### config.mk
export PLATFORM = sky130hd
export DESIGN_NAME = wb_arbiter
export DESIGN_NICKNAME = d
export VERILOG_FILES = /design/src/rtl/wb_arbiter.sv
export SDC_FILE = /design/constraint.sdc
export NUM_CORES = 1
export LEC_CHECK = 0
export ABC_CLOCK_PERIOD_IN_PS = 2000
export BUFFER_PORTS_ARGS = -buffer_cell sky130_fd_sc_hd__clkbuf_2
export CORE_AREA = 2 2 113 115
export CTS_BUF_LIST = sky130_fd_sc_hd__clkbuf_8
export CTS_CLUSTER_SIZE = 14
export DETAILED_ROUTE_END_ITERATION = 10
export DIE_AREA = 0 0 115 117
export PLACE_DENSITY = 0.69
export SYNTH_ARGS = -nofsm -noshare
export SYNTH_HDL_FRONTEND = slang
export SYNTH_SLANG_ARGS = --single-unit
### constraint.sdc
create_clock -name clk -period 2 [get_ports clk]
set_input_delay 0.3 -clock clk [delete_from_list [all_inputs] [get_ports clk]]
set_output_delay 0.3 -clock clk [all_outputs]
set_load 0.01 [all_outputs]
### src/rtl/wb_arbiter.sv
// wb_arbiter: round-robin writeback arbiter feeding a single registered completion broadcast (CDB).
// Ports:
//    clk, rst_n                 clock, asynchronous active-low reset
//    s_valid / s_ready [NSRC]   per-source writeback handshake (source 0 = ALU, 1 = BRU)
//    s_uses_rd, s_epoch, s_rob_idx, s_prd_new, s_data, s_pc
//                               per-source payload, flattened with source i at slice i
//    cur_epoch, flush           front-end epoch and pipeline flush
//    cdb_valid / cdb_ready      registered completion broadcast handshake
//    cdb_uses_rd .. cdb_pc      registered broadcast payload
//    prf_we, prf_waddr, prf_wdata  physical register file write port
`ifndef ROB_W
`define ROB_W 6
`endif
`ifndef PHYS_W
`define PHYS_W 7
`endif

module wb_arbiter #(
   parameter int NSRC = 2
) (
   input  logic                      clk,
   input  logic                      rst_n,
   input  logic [NSRC-1:0]           s_valid,
   output logic [NSRC-1:0]           s_ready,
   input  logic [NSRC-1:0]           s_uses_rd,
   input  logic [2*NSRC-1:0]         s_epoch,
   input  logic [`ROB_W*NSRC-1:0]    s_rob_idx,
   input  logic [`PHYS_W*NSRC-1:0]   s_prd_new,
   input  logic [32*NSRC-1:0]        s_data,
   input  logic [32*NSRC-1:0]        s_pc,
   input  logic [1:0]                cur_epoch,
   input  logic                      flush,
   output logic                      cdb_valid,
   input  logic                      cdb_ready,
   output logic                      cdb_uses_rd,
   output logic [1:0]                cdb_epoch,
   output logic [`ROB_W-1:0]         cdb_rob_idx,
   output logic [`PHYS_W-1:0]        cdb_prd_new,
   output logic [31:0]               cdb_data,
   output logic [31:0]               cdb_pc,
   output logic                      prf_we,
   output logic [`PHYS_W-1:0]        prf_waddr,
   output logic [31:0]               prf_wdata
);
   localparam int RW = NSRC > 1 ? $clog2(NSRC) : 1;
   localparam int PW = 1 + 2 + `ROB_W + `PHYS_W + 64;

   logic [NSRC-1:0] live;
   logic [PW-1:0]   pay [NSRC];
   logic [PW-1:0]   out_q;
   logic            out_vld_q;
   logic [RW-1:0]   rr_q, gnt_idx, cand;
   logic            gnt_any, out_can_accept, fire;

   assign out_can_accept = !out_vld_q || cdb_ready;
   assign fire = rst_n && gnt_any && out_can_accept && !flush;

   genvar i;
   generate
      for (i = 0; i < NSRC; i++) begin : g_src
         assign live[i] = s_valid[i] && (s_epoch[2*i +: 2] == cur_epoch);
         assign pay[i] = {s_uses_rd[i], s_epoch[2*i +: 2], s_rob_idx[`ROB_W*i +: `ROB_W],
                          s_prd_new[`PHYS_W*i +: `PHYS_W], s_data[32*i +: 32], s_pc[32*i +: 32]};
         // stale and flushed requests are accepted and dropped; live ones only on a real fire
         assign s_ready[i] = rst_n && s_valid[i] && (flush || !live[i] || (fire && gnt_idx == RW'(i)));
      end
   endgenerate

   // scan from the farthest candidate back to rr_q so the closest live source wins
   always_comb begin
      gnt_any = 1'b0;
      gnt_idx = rr_q;
      cand    = '0;
      for (int k = NSRC - 1; k >= 0; k--) begin
         cand = RW'((int'(rr_q) + k) % NSRC);
         if (live[cand]) begin
            gnt_any = 1'b1;
            gnt_idx = cand;
         end
      end
   end

   always_ff @(posedge clk or negedge rst_n) begin
      if (!rst_n) begin
         out_vld_q <= 1'b0;
         out_q     <= '0;
         rr_q      <= '0;
      end else if (flush) begin
         out_vld_q <= 1'b0;
      end else if (fire) begin
         out_vld_q <= 1'b1;
         out_q     <= pay[gnt_idx];
         rr_q      <= (gnt_idx == RW'(NSRC - 1)) ? '0 : gnt_idx + 1'b1;
      end else if (cdb_ready) begin
         out_vld_q <= 1'b0;
      end
   end

   assign cdb_valid = out_vld_q;
   assign {cdb_uses_rd, cdb_epoch, cdb_rob_idx, cdb_prd_new, cdb_data, cdb_pc} = out_q;
   assign prf_we    = out_vld_q && cdb_ready && cdb_uses_rd;
   assign prf_waddr = cdb_prd_new;
   assign prf_wdata = cdb_data;
endmodule

After elaboration in Yosys (flattened, before gate mapping)
Cells that the tools add are included.
- register bits: 82
- logic and storage cells: 52
- output and inout port bits: 123
- bits of input ports: 168
- $lt $le $gt $ge: 3
- add/subtract/negate cells: 2
- multiplexer cells: 15
- bitwise gates (word level): 3
- equal/unequal tests: 2
- reductions and logical operators: 24
- operators with widths (operator ; number):
    80-bit two-way mux ; 3
    1-bit logical AND ; 13
    1-bit two-way mux ; 12
    1-bit logical OR ; 5
    2-bit equality test ; 2
    1-bit zero test ; 4
    1-bit by 2-bit < comparator with 1-bit output (second input constant) ; 2
    3-bit nonzero test ; 1
    1-bit adder (second input constant) ; 2
    2-bit greater-or-equal comparator (second input constant) ; 1
    1-bit NOT ; 2
    1-bit NOT with 2-bit output ; 1
    2-bit AND reduction ; 1

Depth between registers and ports, before layout
Gate-level depths: netlist (run 1).
- depth after elaboration: 12
- mapped depth: 6
- mapped depth without buffers: 4

Least setup slack after synthesis (run 1)
Ideal clock, no wire load.
- path kind: register -> output
- start point: register out_vld_q (netlist: cdb_valid)
- end point: output s_ready[0]
- data required time: 1.700 ns
- cell stages (with the launch flop): 7
- path slack: 0.152 ns
- buffers on the path: 2
- arrival time: 1.548 ns
- cells stage by stage: dfrtp_1 -> nor2b_1 -> or2_2 -> clkbuf_1 -> buf_2 -> nor2_1 -> o311a_1
- longest elaborated chain between the ends: 7
- ends and longest elaborated chain (item ; line ; text):
    start, declared ; 51 ; logic out_vld_q;
    start signal, assigned ; 85 ; out_vld_q <= 1'b0;
    start signal, assigned ; 89 ; out_vld_q <= 1'b0;
    start signal, assigned ; 91 ; out_vld_q <= 1'b1;
    1-bit zero test ; 55 ; assign out_can_accept = !out_vld_q || cdb_ready;
    1-bit logical OR ; 55 ;
    1-bit logical AND (2 in series) ; 56 ; assign fire = rst_n && gnt_any && out_can_accept && !flush;
    1-bit logical AND ; 65 ; assign s_ready[i] = rst_n && s_valid[i] && (flush || !live[i] || (fire && gnt_idx == RW'(i)));
    1-bit logical OR ; 65 ;
    1-bit logical AND ; 65 ;
    end, declared ; 24 ; output logic [NSRC-1:0] s_ready,
Every way passes these cells.

Worst setup path in the final report (run 1)
Same ends and word-level chain as after synthesis.

==> flow_summary_export.csv, run 1 <==
group,metric,value,unit
run_status,status,"complete, no violations",
clock_network,cts_tree,"yes",
drt,drt_first_pass_iters,4,
critical_path,endpoint_kind,"output port",
critical_path,critical_path_class,"reg2out",
yosys,synth_most_common_cell,"dfrtp_1",
sta,setup_violations,0,
sta,relSlewSlack,0.3201,
yosys,synth_top_family_by_area,"compound AO/OA/AOI/OAI gates",
yosys,synth_top_area_cell,"dfrtp_1",
placed_design,hpwl,9.874,mm
yosys,ys.flop_type,"dfrtp_1",
power_and_ir_drop,p_int,4016,uW
sta,hold_viol_final,0,
sta,skew,0.01103,ns
floorplan,io_pins,291,
yosys,synth_simple_gate_area_frac,0.1899,
placed_design,portBuffers,290,
floorplan,chipWidth,115,microns
power_and_ir_drop,p_per_area,1037,nW/um^2
sta,fmax,532.5,MHz
floorplan,core-area,12310,sq um
yosys,async_flop_share,1.000,
layout,syn_to_final_growth,37.36,%
power_and_ir_drop,p_switching,2084,uW
global_route,grt_pass1_wl,20.22,mm
global_route,grt_pass1_vias,3962,
sta,fin_crit,1.878,ns
sta,tightestPinTransition,1.020,ns
yosys,syn_nets,525,
layout,drive_gt1_frac,0.5511,
sta,setup-tns-final,0,ns
layout,ff_latch_area,2052,sq um
global_route,grt_max_degree,83,
critical_path,cp_max_fo,5,
yosys,yosys_warnings,0,
sta,rsz0062_at_grt,"no",
layout,multi_input_area,1754,sq um
power_and_ir_drop,vdd_drop_max,0.5320,mV
drt,dr.max_layer_used,"met4",
yosys,synth_xor_xnor_area_share,0.01169,
power_and_ir_drop,share_comb_of_total_power,0.359,
sta,drv_slew,0,
yosys,synthTopCellsByCount,"82 x dfrtp_1, 80 x a221o_1, 78 x nor4b_1, 40 x buf_4, 23 x clkbuf_1",
worst_hold_path,min_path_type,"in2reg",
drt,drt_wl_total,13.59,mm
placed_design,place.gp.congestion,0.8093,
clock_network,worstSkewPairLatency,0.35,ns
sta,finalCritPeriodShare,0.9390,
yosys,synth-edff-count,0,
drt,viasPerCell,5.510,
floorplan,start_util,0.3479,
layout,num_antenna_cells,0,
yosys,synthAdderAreaFrac,0,
global_route,overflow,0,
yosys,seq_area_frac_synth,0.4791,
layout,layout.nets,760,
drt,vias,4116,
yosys,synthMuxAreaShare,0,
yosys,synth_area_leaders,"dfrtp_1 48%, a221o_1 19%, nor4b_1 16%",
clock_network,ctsHoldBuffers,0,
drt,drt-wirelength-per-cell,18.19,microns
clock_network,root_buffer,"clkbuf_8",
floorplan,fp.dieH,117,microns
placed_design,pre_cts_slack,0.06294,ns
drt,drt_iter0_markers,277,
global_route,antenna_found_initial,0,
yosys,ys_types,29,
sta,fin_ws,0.1221,ns
floorplan,die_area,13460,sq um
yosys,synth-seq-cells,82,
critical_path,worst_setup_path_start_kind,"flip-flop",
layout,fillers,1141,
power_and_ir_drop,switching_share,0.3416,
drt,drtAntennaViolNets,0,
drt,wl_met3,1.123,mm
yosys,synth_compound_area_frac,0.2001,
critical_path,arrival,1.58,ns
flow_run,cap_viol_max_count,0,
clock_network,cts_made_buffers,9,
floorplan,fp-row-count,41,
yosys,syn_area,4283,sq um
power_and_ir_drop,clkPwrFrac,0.220,
clock_network,cts_buffer_depth,2,
clock_network,cts_sinks,82,
critical_path,worstPathRequired,1.70,ns
drt,met2_length,6.862,mm
clock_network,cts_max_level,3,
clock_network,path_clk_slew,0.09,ns
power_and_ir_drop,sequentialPowerShare,0.421,
yosys,synth_top_area_frac,0.4791,
global_route,track_usage,0.1915,
yosys,synth_cells,357,
drt,drt-met1-wl,5.343,mm
drt,drc,0,
power_and_ir_drop,p_leak,0.002915,uW
yosys,avgSynthCellArea,12.00,sq um
[metrics by stage]
step / hold WS, ns / power, uW / cells / util / instance area (sq um)
2_1_floorplan: 0.004409 / 3929 / 357 / - / 4283
3_3_place_gp: 0.4961 / 4757 / 729 / 0.4577 / 5635
3_5_place_dp: 0.4992 / 4801 / 729 / 0.4577 / 5635
4_1_cts: 0.1468 / 6165 / 745 / 0.4760 / 5861
5_1_grt: 0.1488 / 6473 / 747 / 0.4778 / 5883
6_report: 0.1708 / 6099 / 747 / 0.4778 / 5883
[cells by family (layout without fill, tap and decap cells)]
| kind of cell | after synthesis | after routing |
|---|---|---|
| DFF | 82 | 82 |
| AOI/OAI and AO/OA | 87 | 87 |
| xor gates and xnor gates | 4 | 4 |
| buffers and inverters | 85 | 325 |
| and+or+nand+nor | 99 | 99 |
[area by class of cell]
class                           instances  share of cell area
Sequential cell                        82              0.3488
Multi-Input combinational cell        190              0.2982
Timing Repair Buffer                  305              0.2812
Tap cell                              150             0.03190
Clock buffer                           10             0.02339
Clock inverter                          6             0.01404
Inverter                                4            0.002552
[power groups by stage]
stage / registers, uW / clock network [uW] / logic (uW)
CTS: 2570 / 1390 / 2210
global placement: 2580 / 0 / 2180
floorplan: 2760 / 0 / 1170
global route: 2630 / 1460 / 2390
finish: 2570 / 1340 / 2190
detailed placement: 2590 / 0 / 2210
[critical path: stages, from the launching register on]
cell	delay (ns)
dfrtp_1	0.38
nor2b_4	0.14
or2_4	0.27
nor2_1	0.11
o311a_1	0.17
clkbuf_2	0.15
[registers in the layout, indices dropped and copies added, names as in the netlist]
name and flops:
out_q 80, cdb_valid 1, rr_q 1
[layout by cell type, fill, tap and decap left out, types with 2 or more instances in the layout]
master / count
dfrtp_1: 82
nor2_1: 3
a221oi_1: 2
xor2_2: 2
bufinv_16: 2
nor3b_1: 2
clkbuf_2: 289
buf_12: 7
inv_1: 6
and3_1: 2
nor4b_1: 78
nand2_1: 3
clkbuf_8: 10
xnor2_1: 2
a221o_1: 80
buf_4: 9
clkinvlp_4: 2
[metal layers]
metal	vias up	track usage
met5	-	0
met2	232	0.3188
met1	1975	0.2400
met3	21	0.04789
met4	0	0.07631
li1	1888	-
[final timing paths]
check | start | endpoint | slack [ns] | cells past startpoint
min reg2reg | out_q[8] | out_q[8] | 0.52 | 1
min | s_pc[42] | out_q[10] | 0.17 | 2
max | cdb_valid | s_ready[0] | 0.12 | 5
max reg2reg | cdb_valid | out_q[25] | 0.22 | 5
min in group asynchronous | rst_n | out_q[3] | 0.24 | 2
max in group asynchronous | rst_n | out_q[73] | 1.10 | 2
[timing repair]
item,4_1_cts,5_1_grt
pin swaps,0,1
buffers inserted,0,2
endpoints found under the setup margin,1,2
resized for setup,2,2
cloned,0,0
(Power assumes the default switching activity.)
==> run 2: changes to the inputs <==
==> config.mk (replaced) <==
export PLATFORM = sky130hd
export DESIGN_NAME = wb_arbiter
export DESIGN_NICKNAME = d
export VERILOG_FILES = /design/src/rtl/wb_arbiter.sv
export SDC_FILE = /design/constraint.sdc
export NUM_CORES = 1
export LEC_CHECK = 0
export ABC_AREA = 1
export ABC_CLOCK_PERIOD_IN_PS = 2000
export BUFFER_PORTS_ARGS = -buffer_cell sky130_fd_sc_hd__clkbuf_2
export CORE_AREA = 2 2 114 116
export CTS_BUF_LIST = sky130_fd_sc_hd__clkbuf_8
export CTS_CLUSTER_SIZE = 14
export DETAILED_ROUTE_END_ITERATION = 10
export DIE_AREA = 0 0 116 118
export PLACE_DENSITY = 0.73
export SYNTH_ARGS = -nofsm -noshare
export SYNTH_HDL_FRONTEND = slang
export SYNTH_SLANG_ARGS = --single-unit
==> run 2 against run 1 <==
Compared with the run above:
- final area grew 8.0%
- clock skew is 0.0047 ns lower
- synthesized area is 14% higher
- synthesized cell count increased by 96%
- critical path type unchanged
- critical endpoint unchanged
- largest cell class is now multi-input gates
- highest routed layer unchanged
==> flow_summary_export.csv, run 2 <==
group,metric,value,unit
power_and_ir_drop,vdd_drop_max,0.4618,mV
sta,setup-tns-final,0,ns
floorplan,fp-row-count,41,
sta,finalCritPeriodShare,0.8719,
yosys,ys.flop_type,"dfrtp_1",
yosys,seq_area_frac_synth,0.4209,
layout,final_common_cell,"nand2_1",
drt,viasPerCell,4.709,
yosys,synth_area_leaders,"dfrtp_1 42%, nand2_1 26%, nand3_1 17%",
placed_design,place.gp.congestion,0.7941,
drt,vias,5203,
global_route,grt_max_degree,70,
floorplan,core-area,12410,sq um
global_route,track_usage,0.2212,
global_route,antenna_found_initial,0,
critical_path,cp_cell_sequence,"a21oi_1 -> inv_1 -> nor2_4 -> nand2_1 -> a21oi_1 -> clkbuf_2",
layout,num_antenna_cells,0,
yosys,synthTopCellsByCount,"338 x nand2_1, 162 x nand3_1, 82 x dfrtp_1, 39 x buf_4, 34 x buf_2",
layout,multi_input_area,2168,sq um
layout,layout.nets,1098,
yosys,syn_nets,866,
placed_design,hpwl,10.85,mm
clock_network,ctsHoldBuffers,0,
placed_design,dp_cells,1088,
clock_network,root_buffer,"clkbuf_8",
clock_network,cts_tree,"yes",
critical_path,worstPathRequired,1.70,ns
yosys,avgSynthCellArea,6.984,sq um
drt,drt_wl_total,14.85,mm
clock_network,cts_max_level,3,
layout,fillers,1332,
clock_network,path_clk_slew,0.08,ns
power_and_ir_drop,p_per_area,1115,nW/um^2
yosys,yosys_warnings,0,
critical_path,endpoint_kind,"output port",
floorplan,die_area,13690,sq um
layout,largest_reg_flops,80,
yosys,synth_most_common_cell,"nand2_1",
drt,drt-wirelength-per-cell,13.44,microns
floorplan,io_pins,291,
critical_path,critPathMaxStageDelay,0.42,ns
sta,drv_slew,0,
yosys,synth-edff-count,0,
run_status,status,"complete, no violations",
yosys,async_flop_share,1.000,
sta,hold_viol_final,0,
drt,drc,0,
global_route,grt_pass1_vias,4786,
sta,fmax,573.5,MHz
global_route,grt_pass1_wl,24.00,mm
yosys,synth_top_area_frac,0.4209,
drt,drtAntennaViolNets,0,
clock_network,cts_made_buffers,9,
worst_hold_path,min_path_type,"in2async",
yosys,syn_area,4875,sq um
yosys,synth_top_area_cell,"dfrtp_1",
clock_network,ctsResizeCount,0,
sta,skew,0.006350,ns
sta,fin_crit,1.744,ns
clock_network,cts_sinks,82,
floorplan,start_util,0.3927,
placed_design,portBuffers,290,
critical_path,cpMaxStageDelayCell,"dfrtp_1",
power_and_ir_drop,p_leak,0.003987,uW
critical_path,crit_top_cell,"a21oi_1",
drt,drt_first_pass_iters,4,
yosys,synth-seq-cells,82,
sta,holdWs,0.05502,ns
layout,regMostFlops,"out_q",
layout,fin_cells,1105,
flow_run,cap_viol_max_count,0,
critical_path,cp_max_fo,4,
global_route,overflow,0,
layout,ff_latch_area,2052,sq um
sta,rsz0062_at_grt,"no",
drt,drt_iter0_markers,244,
layout,final_cell_mix,"338 x nand2_1, 289 x clkbuf_2, 162 x nand3_1",
sta,setup_violations,0,
sta,tightestPinTransition,0.5491,ns
critical_path,arrival,1.44,ns
critical_path,worst_setup_path_start_kind,"flip-flop",
layout,design_area,6354,sq um
layout,drive_gt1_frac,0.3537,
floorplan,fp.dieH,118,microns
sta,relSlewSlack,0.6339,
yosys,ys_types,17,
clock_network,worstSkewPairLatency,0.34,ns
clock_network,cts_buffer_depth,2,
floorplan,chipWidth,116,microns
layout,syn_to_final_growth,30.34,%
placed_design,postPlaceCellArea,6125,sq um
yosys,synth_cells,698,
critical_path,critical_path_class,"reg2out",
## run 2: changes by cell type after synthesis, moves of 3 or more
cell / delta
a21oi_1: +4
a221o_1: -80
and3_1: -3
buf_1: +8
buf_2: +19
buf_8: +7
clkbuf_1: -23
inv_1: +6
nand2_1: +335
nand2_2: +3
nand3_1: +161
nor4b_1: -78
## run 2: what timing repair did
| action | in CTS | in global routing |
|---|---|---|
| setup buffers | 0 | 3 |
| hold endpoints to repair | 0 | 0 |
| setup endpoints to repair | 0 | 1 |
## run 2: logic make-up after synthesis
family,count (synthesis),share of synthesized area
flops,82,0.4209
simple gates,508,0.4363
buf+inv,101,0.1342
compound gates,7,0.008468
## run 2: path summary, 6_finish.rpt
check | start | to | slack (ns) | depth (start not counted)
min in group clk | flush | cdb_valid | 0.19 | 2
worst max register to register | rr_q | out_q[54] | 0.44 | 7
max in group asynchronous | rst_n | out_q[43] | 1.54 | 2
worst max-delay path | cdb_valid | s_ready[0] | 0.26 | 6
worst min-delay path | rst_n | out_q[21] | 0.06 | 2
worst min register to register | out_q[14] | out_q[14] | 0.48 | 2
## run 2: metal layers
metal  routed length, microns  track usage
met5                        0            0
met4                      147      0.04985
met3                     1022      0.04222
met2                     7383       0.3834
met1                     6297       0.2836
## run 2: area by class of cell
class	count	share of cell area
multi-input cells	515	0.3413
well taps	172	0.03387
flip-flops and latches	82	0.3230
repair buffers	310	0.2623
clock buffers	10	0.02166
clock inverters	4	0.01083
inverters	12	0.007089
## run 2: report_power, final
part           switching, uW  internal [uW]
registers                397           2220
clock network            579            718
logic                   1870           1300
## run 2: critical path, delay by kind of cell (launching register included)
family / cells / cell delay, ns
DFF: 1 / 0.42
buffers and inverters: 2 / 0.23
AOI/OAI and AO/OA: 2 / 0.28
and+or+nand+nor: 2 / 0.18
## run 2: through the flow
stage,total power (uW),setup WS [ns],utilization
after floorplan,4781,0.3783,-
after global placement,5805,0.1919,0.4933
after detailed placement,5858,0.1401,0.4933
after CTS,7185,0.09291,0.5100
after global routing,7697,0.06126,0.5118
final,7082,0.2563,0.5118
==> run 3: changes to the inputs <==
--- a/config.mk
+++ b/config.mk
@@ -6,7 +6,7 @@
 export NUM_CORES = 1
 export LEC_CHECK = 0
 export ABC_AREA = 1
-export ABC_CLOCK_PERIOD_IN_PS = 2000
+export ABC_CLOCK_PERIOD_IN_PS = 2100
 export BUFFER_PORTS_ARGS = -buffer_cell sky130_fd_sc_hd__clkbuf_2
 export CORE_AREA = 2 2 114 116
 export CTS_BUF_LIST = sky130_fd_sc_hd__clkbuf_8
==> constraint.sdc (replaced) <==
create_clock -name clk -period 2.1 [get_ports clk]
set_input_delay 0.315 -clock clk [delete_from_list [all_inputs] [get_ports clk]]
set_output_delay 0.315 -clock clk [all_outputs]
set_load 0.01 [all_outputs]
==> run 3 against run 2 <==
Compared with the run above:
- count of clock-buffer cells in the layout unchanged
- wire length hardly changed
- hold slack gained 0.030 ns
- sequential cell count unchanged
- core utilization fell by 0.84 points
- sequential power decreased by 5%
- final area decreased by 1.6%
- sequential share of layout area is 0.54 points higher
- critical path depth unchanged
==> flow_summary_export.csv, run 3 (synthesis gave the netlist of run 2 again) <==
group,metric,value,unit
sta,hold_viol_final,0,
global_route,antenna_found_initial,0,
sta,drv_slew,0,
critical_path,rr_worst_depth,7,
critical_path,worst_setup_path_start_kind,"flip-flop",
floorplan,core-area,12410,sq um
critical_path,cp_num_buf_inv,2,
sta,skew,0.01085,ns
run_status,status,"complete, no violations",
global_route,track_usage,0.2186,
flow_run,cap_viol_max_count,0,
critical_path,worstPathRequired,1.78,ns
drt,drt-wirelength-per-cell,13.49,microns
floorplan,start_util,0.3927,
drt,drt_iter0_markers,212,
clock_network,cts_max_level,3,
critical_path,cp_cell_sequence,"a21oi_1 -> inv_1 -> nor2_4 -> nand2_1 -> a21oi_1 -> clkbuf_2",
power_and_ir_drop,vdd_drop_max,0.4555,mV
floorplan,fp-row-count,41,
power_and_ir_drop,p_per_area,1041,nW/um^2
placed_design,portBuffers,290,
floorplan,io_pins,291,
sta,rsz0062_at_grt,"no",
sta,setup-tns-final,0,ns
layout,largest_reg_flops,80,
sta,fmax,527.8,MHz
clock_network,ctsHoldBuffers,0,
layout,ff_latch_area,2052,sq um
drt,drt_first_pass_iters,4,
clock_network,ctsResizeCount,0,
sta,relSlewSlack,0.6372,
placed_design,postPlaceCellArea,6077,sq um
layout,design_area,6250,sq um
layout,multi_input_area,2168,sq um
critical_path,cpMaxStageDelayCell,"dfrtp_1",
critical_path,cp_max_fo,5,
clock_network,worstSkewPairLatency,0.34,ns
drt,drt_wl_total,14.85,mm
critical_path,critPathMaxStageDelay,0.42,ns
layout,fillers,1309,
worst_hold_path,min_path_type,"in2async",
clock_network,cts_made_buffers,9,
critical_path,arrival,1.58,ns
global_route,overflow,0,
layout,num_antenna_cells,0,
global_route,grt_max_degree,80,
power_and_ir_drop,p_leak,0.003925,uW
clock_network,path_clk_slew,0.08,ns
critical_path,critical_path_class,"reg2out",
layout,final_cell_mix,"338 x nand2_1, 289 x clkbuf_2, 162 x nand3_1",
clock_network,root_buffer,"clkbuf_8",
critical_path,endpoint_kind,"output port",
floorplan,fp.dieH,118,microns
sta,finalCritPeriodShare,0.9023,
critical_path,crit_top_cell,"a21oi_1",
layout,drive_gt1_frac,0.3498,
layout,final_common_cell,"nand2_1",
sta,tightestPinTransition,0.5441,ns
sta,fin_crit,1.895,ns
floorplan,chipWidth,116,microns
critical_path,critical-path-top-delay-family,"flip-flops",
drt,viasPerCell,4.715,
critical_path,worstSetupPathDepth,6,
floorplan,die_area,13690,sq um
placed_design,hpwl,10.51,mm
sta,setup_violations,0,
global_route,grt_pass1_vias,4927,
layout,syn_to_final_growth,28.21,%
clock_network,post_cts_buffers,0,
placed_design,place.gp.congestion,0.7809,
clock_network,cts_tree,"yes",
layout,layout.nets,1092,
drt,drc,0,
drt,drtAntennaViolNets,0,
global_route,grt_pass1_wl,23.83,mm
layout,regMostFlops,"out_q",
clock_network,cts_buffer_depth,2,
clock_network,cts_sinks,82,
drt,vias,5191,
[run 3: cell types whose count changed in the layout (fill, tap and decap cells not counted)]
cell / before / now
inv_1: 11 / 12
buf_4: 16 / 12
clkinvlp_4: 0 / 3
buf_12: 5 / 3
bufinv_16: 2 / 0
[run 3: worst reg2reg max path, stage by stage, from the launching register on]
cell     delay [ns]
dfrtp_1        0.35
nand4_1        0.25
nand2_2        0.16
buf_4          0.39
nand3_1        0.17
nand2_1        0.09
nand2_1        0.05
nand2_1        0.07
[run 3: final cells by class]
| type | count | area share |
|---|---|---|
| Clock inverter | 6 | 0.005606 |
| Timing Repair Buffer | 304 | 0.2555 |
| Multi-Input combinational cell | 515 | 0.3469 |
| Sequential cell | 82 | 0.3283 |
| Clock buffer | 10 | 0.02202 |
| Tap cell | 172 | 0.03443 |
| Inverter | 12 | 0.007207 |
[run 3: routing by layer]
metal / share of wire / vias to the layer above / GRT usage
met2: 0.50 / 201 / 0.3841
met1: 0.42 / 2343 / 0.2654
met3: 0.066 / 19 / 0.04222
met5: 0 / - / 0
met4: 0.017 / 0 / 0.07143
li1: - / 2628 / -
[run 3: power by group]
part | switching, uW | internal [uW]
logic | 1780 | 1210
clock network | 577 | 452
registers | 379 | 2110
total | 2730 | 3770
[run 3: worst paths after layout]
check | endpoint | slack (ns) | startpoint
setup reg to reg | out_q[29] | 0.52 | rr_q
max in group asynchronous | out_q[57] | 1.63 | rst_n
setup / recovery | s_ready[1] | 0.21 | cdb_valid
hold reg to reg | out_q[76] | 0.48 | out_q[76]
hold / removal | out_q[8] | 0.09 | rst_n
min in group clk | cdb_valid | 0.21 | flush
[run 3: metrics by stage]
| step | setup slack [ns] | cells | total power, uW | hold WS, ns | utilization |
|---|---|---|---|---|---|
| finish | 0.2052 | 1101 | 6505 | 0.08548 | 0.5034 |
| detailed placement | 0.2321 | 1085 | 5540 | 0.4639 | 0.4895 |
| global placement | 0.3040 | 1085 | 5500 | 0.4626 | 0.4895 |
| global route | 0.06349 | 1101 | 7075 | 0.1199 | 0.5034 |
| floorplan | 0.4483 | 698 | 4553 | 0.01941 | - |
| CTS | 0.1724 | 1101 | 6592 | 0.08542 | 0.5034 |
